--- src/rtl/image_buffer_readback_if.sv ---
`timescale 1ns/1ps
// SRAM arbiter read port (R1): credit-limited address issue plus always-accepted data return.
interface image_buffer_readback_if;
    logic [17:0] addr;
    logic        addr_valid;
    logic        addr_ready;
    logic [31:0] data;
    logic        data_valid;
    logic        data_ready;

    modport master (
        output addr, addr_valid, data_ready,
        input  addr_ready, data, data_valid
    );

    modport slave (
        input  addr, addr_valid, data_ready,
        output addr_ready, data, data_valid
    );
endinterface

--- src/rtl/image_buffer_readback.sv ---
`timescale 1ns/1ps
// Streams one frame back from SRAM, tallying checksum, max pixel and word count; READBACK_COMPARE_EN adds a checksum comparator.
// Stats land 1 cycle after each data beat; addresses stall on addr_ready or MAX_OUTSTANDING credits, data is never backpressured.
module image_buffer_readback #(
    parameter int          N_PIXEL         = 480000,
    parameter logic [17:0] BASE_ADDR       = 18'd0,
    parameter int          MAX_OUTSTANDING = 4
) (
    input  logic                           clk_10M,
    input  logic                           reset,
    input  logic                           start,
    output logic                           start_ack,
    output logic                           done,
    input  logic                           done_ack,
    image_buffer_readback_if.master        sram,
    output logic [31:0]                    checksum,
    output logic [7:0]                     pixel_max,
    output logic [17:0]                    words_read,
    output logic                           busy
`ifdef READBACK_COMPARE_EN
    ,
    input  logic [31:0]                    expected_checksum,
    output logic                           mismatch
`endif
);
    localparam logic [17:0] WORDS = 18'(N_PIXEL / 4);
    localparam logic [3:0]  MAXO  = 4'(MAX_OUTSTANDING);

    typedef enum logic [1:0] {IDLE, RUN, DONE, DONE_WAIT} state_t;
    state_t state, state_nxt;

    logic        start_rise;
    logic        a_fire;
    logic        d_fire;
    logic        last_word;
    logic [17:0] addr_q;
    logic [17:0] issued;
    logic [3:0]  outstanding;
    logic [9:0]  word_sum;
    logic [7:0]  word_max;
    logic [31:0] checksum_nxt;

    // start_ack doubles as the previous-cycle copy of start for edge detection
    assign start_rise      = start & ~start_ack;
    assign sram.addr       = addr_q;
    assign sram.addr_valid = (state == RUN) && (issued < WORDS) && (outstanding < MAXO);
    assign sram.data_ready = 1'b1;
    assign a_fire          = sram.addr_valid & sram.addr_ready;
    // a beat with no credit outstanding cannot belong to this run
    assign d_fire          = (state == RUN) && sram.data_valid && (outstanding != 4'd0);
    assign last_word       = d_fire && (words_read == WORDS - 18'd1);

    always_comb begin
        word_sum = '0;
        word_max = pixel_max;
        for (int k = 0; k < 4; k++) begin
            word_sum = word_sum + {2'b00, sram.data[8*k +: 8]};
            if (sram.data[8*k +: 8] > word_max)
                word_max = sram.data[8*k +: 8];
        end
    end

    assign checksum_nxt = checksum + {22'd0, word_sum};

    always_ff @(posedge clk_10M) begin
        if (reset)
            state <= IDLE;
        else
            state <= state_nxt;
    end

    always_comb begin
        state_nxt = state;
        done      = 1'b0;
        busy      = 1'b0;
        unique case (state)
            IDLE:      if (start_rise) state_nxt = RUN;
            RUN: begin
                busy = 1'b1;
                if (last_word) state_nxt = DONE;
            end
            DONE: begin
                busy = 1'b1;
                done = 1'b1;
                if (done_ack) state_nxt = DONE_WAIT;
            end
            DONE_WAIT: if (!done_ack) state_nxt = IDLE;
            default:   state_nxt = IDLE;
        endcase
    end

    always_ff @(posedge clk_10M) begin
        if (reset) begin
            start_ack   <= 1'b0;
            addr_q      <= '0;
            issued      <= '0;
            outstanding <= '0;
            checksum    <= '0;
            pixel_max   <= '0;
            words_read  <= '0;
        end else begin
            start_ack <= start;
            if (state == IDLE && start_rise) begin
                addr_q      <= BASE_ADDR;
                issued      <= '0;
                outstanding <= '0;
                checksum    <= '0;
                pixel_max   <= '0;
                words_read  <= '0;
            end else begin
                if (a_fire) begin
                    addr_q <= addr_q + 18'd1;
                    issued <= issued + 18'd1;
                end
                if (a_fire && !d_fire)
                    outstanding <= outstanding + 4'd1;
                else if (!a_fire && d_fire)
                    outstanding <= outstanding - 4'd1;
                if (d_fire) begin
                    checksum   <= checksum_nxt;
                    pixel_max  <= word_max;
                    words_read <= words_read + 18'd1;
                end
            end
        end
    end

`ifdef READBACK_COMPARE_EN
    logic [31:0] expected_q;

    always_ff @(posedge clk_10M) begin
        if (reset) begin
            expected_q <= '0;
            mismatch   <= 1'b0;
        end else if (state == IDLE && start_rise) begin
            expected_q <= expected_checksum;
            mismatch   <= 1'b0;
        end else if (last_word) begin
            mismatch <= (checksum_nxt != expected_q);
        end
    end
`endif

endmodule

--- src/flat_wrapper.sv ---
// flat-port wrapper written by rule: the top's interface ports become plain ports
module image_buffer_readback_flat 
#(
    parameter int          N_PIXEL         = 480000,
    parameter logic [17:0] BASE_ADDR       = 18'd0,
    parameter int          MAX_OUTSTANDING = 4
)
  (clk_10M, reset, start, start_ack, done, done_ack, checksum, pixel_max, words_read, busy, sram_addr, sram_addr_valid, sram_data_ready, sram_addr_ready, sram_data, sram_data_valid);
  image_buffer_readback_if sram_i ();
  input  logic clk_10M;
  input  logic reset;
  input  logic start;
  output logic start_ack;
  output logic done;
  input  logic done_ack;
  output logic [31:0] checksum;
  output logic [7:0] pixel_max;
  output logic [17:0] words_read;
  output logic busy;
  output wire logic [$bits(sram_i.addr)-1:0] sram_addr;
  output wire logic [$bits(sram_i.addr_valid)-1:0] sram_addr_valid;
  output wire logic [$bits(sram_i.data_ready)-1:0] sram_data_ready;
  input wire logic [$bits(sram_i.addr_ready)-1:0] sram_addr_ready;
  input wire logic [$bits(sram_i.data)-1:0] sram_data;
  input wire logic [$bits(sram_i.data_valid)-1:0] sram_data_valid;
  assign sram_addr = sram_i.addr;
  assign sram_addr_valid = sram_i.addr_valid;
  assign sram_data_ready = sram_i.data_ready;
  assign sram_i.addr_ready = sram_addr_ready;
  assign sram_i.data = sram_data;
  assign sram_i.data_valid = sram_data_valid;
  image_buffer_readback #(.N_PIXEL(N_PIXEL), .BASE_ADDR(BASE_ADDR), .MAX_OUTSTANDING(MAX_OUTSTANDING)) u_core (.clk_10M(clk_10M), .reset(reset), .start(start), .start_ack(start_ack), .done(done), .done_ack(done_ack), .sram(sram_i), .checksum(checksum), .pixel_max(pixel_max), .words_read(words_read), .busy(busy));
endmodule
--- config.mk ---
export PLATFORM = sky130hd
export DESIGN_NAME = image_buffer_readback_flat
export DESIGN_NICKNAME = d
export VERILOG_FILES = /design/src/rtl/image_buffer_readback_if.sv /design/src/rtl/image_buffer_readback.sv /design/src/flat_wrapper.sv
export SDC_FILE = /design/constraint.sdc
export NUM_CORES = 1
export LEC_CHECK = 0
export CORE_MARGIN = 4
export CORE_UTILIZATION = 40
export CTS_CLUSTER_SIZE = 25
export DETAILED_ROUTE_END_ITERATION = 8
export MAX_ROUTING_LAYER = met4
export SLEW_MARGIN = 20
export SYNTH_ARGS = -nofsm -noshare
export SYNTH_HDL_FRONTEND = slang
export SYNTH_SLANG_ARGS = --single-unit
--- constraint.sdc ---
create_clock -name clk_10M -period 9.3 [get_ports clk_10M]
set_input_delay 1.86 -clock clk_10M [delete_from_list [all_inputs] [get_ports clk_10M]]
set_output_delay 1.86 -clock clk_10M [all_outputs]
set_load 0.02 [all_outputs]
==> flow_summary_export.csv, run 1 <==
group,metric,value,unit
sta,whs,439,ps
clock_network,numCtsBuffers,9,
logic_synthesis,ys_ff_latch,101,
clock_network,cts_tree,"done",
sta,fin_crit,8750,ps
clock_network,clock_latency,340,ps
floorplanning,die_x,137,microns
clock_network,cts-resized-gates,0,
worst_setup_path,cp_slowest_cell,"clkdlybuf4s50_1",
finish,final_util,50.8,%
hold_path,hold_path_end,"u_core.issued[17]",
logic_synthesis,synthArstFlopShare,0,%
status,status,"completed",
finish,diodes,0,
logic_synthesis,synth_top_flop_cell,"dfxtp_1",
worst_setup_path,crit_family,"compound AO/OA/AOI/OAI gates",
worst_setup_path,ff2ff_path_depth,34,
clock_network,cts_buffer_depth,2,
logic_synthesis,syn_inst,801,
clock_network,cts.clk_slew.worst_paths,60,ps
grt,track_usage,17.3,%
floorplanning,start_util,40.7,%
logic_synthesis,yosysUniqueCellTypes,59,
place,dpl_cell_area,0.00808,sq mm
pwr,ir_drop,0.0983,mV
logic_synthesis,syn_area_per_cell,8.36,sq um
worst_setup_path,cp.required,9520,ps
grt,gr-total-overflow,0,
detailed_routing,routed_wl,15800,microns
detailed_routing,ant_nets,0,
logic_synthesis,mappedNetlistNets,917,
detailed_routing,drtIter0Drc,247,
sta,final.setup.worst_slack,550,ps
clock_network,cts_setup_buffers,0,
worst_setup_path,r2r_setup_slack,2190,ps
clock_network,htreeDepth,3,
floorplanning,die_h,137,microns
sta,max_slew.worst_pin.slew,916,ps
floorplanning,std_cell_rows,47,
worst_setup_path,regToRegEndpoint,"u_core.pixel_max[0]",
place,port_buffers,117,
detailed_routing,drc,0,
detailed_routing,vias_per_cell,5.00,
worst_setup_path,critPathMaxFanout,13,
worst_setup_path,timing.rr.start,"u_core.pixel_max[5]",
worst_setup_path,criticalPathCategory,"in -> reg",
logic_synthesis,ys_seq_area_share,30.2,%
grt,grt_max_degree,88,
floorplanning,die-area,0.0189,sq mm
detailed_routing,num_vias,5666,
worst_setup_path,crit_arrival,8970,ps
clock_network,cts-hold-fix-buffers,0,
worst_setup_path,critical_path_buf_inv_count,2,
sta,finalHoldViolCount,0,
worst_setup_path,critPathLaunchType,"input pin",
grt,antenna_found_initial,0,
sta,final.period_utilization,94.1,%
finish,drive_gt1_share,3.94,%
floorplanning,io_pins,119,
grt,grt_pass1_wl,25900,microns
sta,finalSetupViolations,0,
flow_run,maxCapViolCount,0,
sta,relSlewSlack,39.0,%
place,gp_congestion,0.904,
clock_network,cts.sinks,101,
pwr,total_leakage_power,3.34,nW
hold_path,hold_depth,2,
place,post-place-ws,-4.20,ps
detailed_routing,dr.pass1.iters,4,
sta,grt_setup_unrepaired,"false",
worst_setup_path,slowest_delay,510,ps
hold_path,min_path_type,"reg -> reg",
logic_synthesis,netlist_area,0.00670,sq mm
place,hpwl,12400,microns
grt,grt_pass1_vias,5315,
hold_path,worstHoldStart,"u_core.issued[17]",
worst_setup_path,crit_cells,35,
logic_synthesis,synth_edf_count,0,
worst_setup_path,crit_path_end_kind,"flop",
detailed_routing,drt-wirelength-per-cell,14.0,microns
finish,fill_cells,1624,
finish,final_area,0.00837,sq mm
clock_network,root_buffer,"clkbuf_16",
finish,syn2layout_area_growth,24.9,%
finish,num-nets-final,1025,
floorplanning,fp.coreArea,0.0165,sq mm
pwr,p_per_area,171,mW/mm^2
sta,finalMaxSlewViolations,0,
logic_synthesis,ys.warnings.count,0,
sta,fmax,0.114,GHz
worst_setup_path,worst_path_most_repeated_cell,"a21oi_1",
sta,skew,8.28,ps
logic make-up after synthesis:
logic type               after synthesis  synth area share (%)
AO/OA/AOI/OAI                        151                  14.3
other                                  1                0.0560
multiplexers                          21                  3.59
XOR/XNOR                              82                  10.7
flip-flops                           101                  30.2
adder cells (fa/ha/maj)               78                  15.9
AND/OR/NAND/NOR                      274                  19.9
buffers and inverters                 93                  5.29
worst max path at each step:
| stage | startpoint | end | slack [ps] |
|---|---|---|---|
| final | sram_data[1] | u_core.pixel_max[0] | 550 |
| after global routing | sram_data[1] | u_core.pixel_max[0] | 20 |
| after CTS | sram_data[1] | u_core.pixel_max[0] | 290 |
| after detailed placement | sram_data[1] | u_core.pixel_max[0] | -4 |
| after global placement | sram_data[1] | u_core.pixel_max[0] | 230 |
| after floorplan | sram_data[1] | u_core.pixel_max[0] | 880 |
worst min-delay path, cell delays in order (launching register included):
cell,delay [ps]
dfxtp_1,300
inv_1,60
nor2_1,40
area by class of cell:
type                    count  area, sq um  area share (%)
inverters                  68          255            3.05
clock buffers              11          233            2.78
repair buffers            122         1210            14.4
well taps                 220          275            3.29
flip-flops and latches    101         2020            24.2
clock inverters             4         50.0           0.598
multi-input cells         607         4320            51.7
power by group:
group | leakage, nW | internal, W | switching [W]
Clock | 0.132 | 0.000207 | 0.000157
Combinational | 2.39 | 0.000268 | 0.000334
Sequential | 0.814 | 0.000448 | 0.0000165
Total | 3.34 | 0.000923 | 0.000508
synth_stat cells, drive strengths merged (8+ instances only):
library cell | instances | area [sq um]
xor2 | 49 | 429
nor2b | 11 | 68.8
clkbuf | 19 | 71.3
mux2 | 8 | 93.8
nand3 | 34 | 170
nand2b | 9 | 63.8
dfxtp | 101 | 2020
or3 | 13 | 81.3
a32oi | 8 | 70.1
and3 | 19 | 119
inv | 68 | 255
nand4 | 18 | 113
nor2 | 97 | 364
o21bai | 9 | 67.6
fa | 12 | 240
a21o | 9 | 67.6
xnor2 | 33 | 289
a21oi | 61 | 305
o21ai | 31 | 155
nand2 | 50 | 188
mux2i | 13 | 146
ha | 66 | 826
layer usage:
| layer | global-route usage, % | wire length [microns] | vias to the layer above |
|---|---|---|---|
| li1 | - | - | 2974 |
| met1 | 23.4 | 7810 | 2571 |
| met2 | 27.2 | 7250 | 96 |
| met3 | 2.81 | 505 | 25 |
| met4 | 3.99 | 279 | 0 |
| met5 | - | 0 | - |
registers in the layout, indices dropped and copies added (netlist names):
signal,count
u_core.words_read,18
u_core.outstanding,4
u_core.state,2
u_core.checksum,32
u_core.pixel_max,8
u_core.start_ack,1
u_core.issued,18
u_core.sram.addr,18
cell usage in the layout, fill, tap and decap left out, types with 12 or more instances in the layout:
master,netlist,final
and3_1,19,19
a21oi_1,61,61
or3_1,13,13
dfxtp_1,101,101
clkdlybuf4s50_1,0,117
nand3_1,34,34
nand2_1,50,50
o21ai_0,25,23
xor2_1,49,49
inv_1,68,68
xnor2_1,33,33
ha_1,66,66
nor2_1,97,97
fa_1,12,12
nand4_1,18,18
metrics by stage:
| step | power, W | std cells | setup TNS, ps |
|---|---|---|---|
| finish | 0.00143 | 1133 | 0 |
| global route | 0.00154 | 1133 | 0 |
| CTS | 0.00145 | 1133 | 0 |
| detailed placement | 0.00108 | 1118 | -4.20 |
| global placement | 0.00108 | 1118 | 0 |
| floorplan | 0.000931 | 801 | 0 |
Note: power is estimated with default switching activity, not from simulation.
==> run 2, diff against run 1 <==
--- a/config.mk
+++ b/config.mk
@@ -7,6 +7,7 @@
 export LEC_CHECK = 0
 export CORE_MARGIN = 4
 export CORE_UTILIZATION = 40
+export CTS_CLUSTER_DIAMETER = 80
 export CTS_CLUSTER_SIZE = 25
 export DETAILED_ROUTE_END_ITERATION = 8
 export MAX_ROUTING_LAYER = met4
==> results of run 2 <==
Same layout as run 1: the final DEF is identical, and so are final timing and power.
==> run 3, diff against run 2 <==
--- a/config.mk
+++ b/config.mk
@@ -5,6 +5,7 @@
 export SDC_FILE = /design/constraint.sdc
 export NUM_CORES = 1
 export LEC_CHECK = 0
+export ABC_CLOCK_PERIOD_IN_PS = 9300
 export CORE_MARGIN = 4
 export CORE_UTILIZATION = 40
 export CTS_CLUSTER_DIAMETER = 80
==> results of run 3 <==
Same layout as run 1: the final DEF is identical, and so are final timing and power.
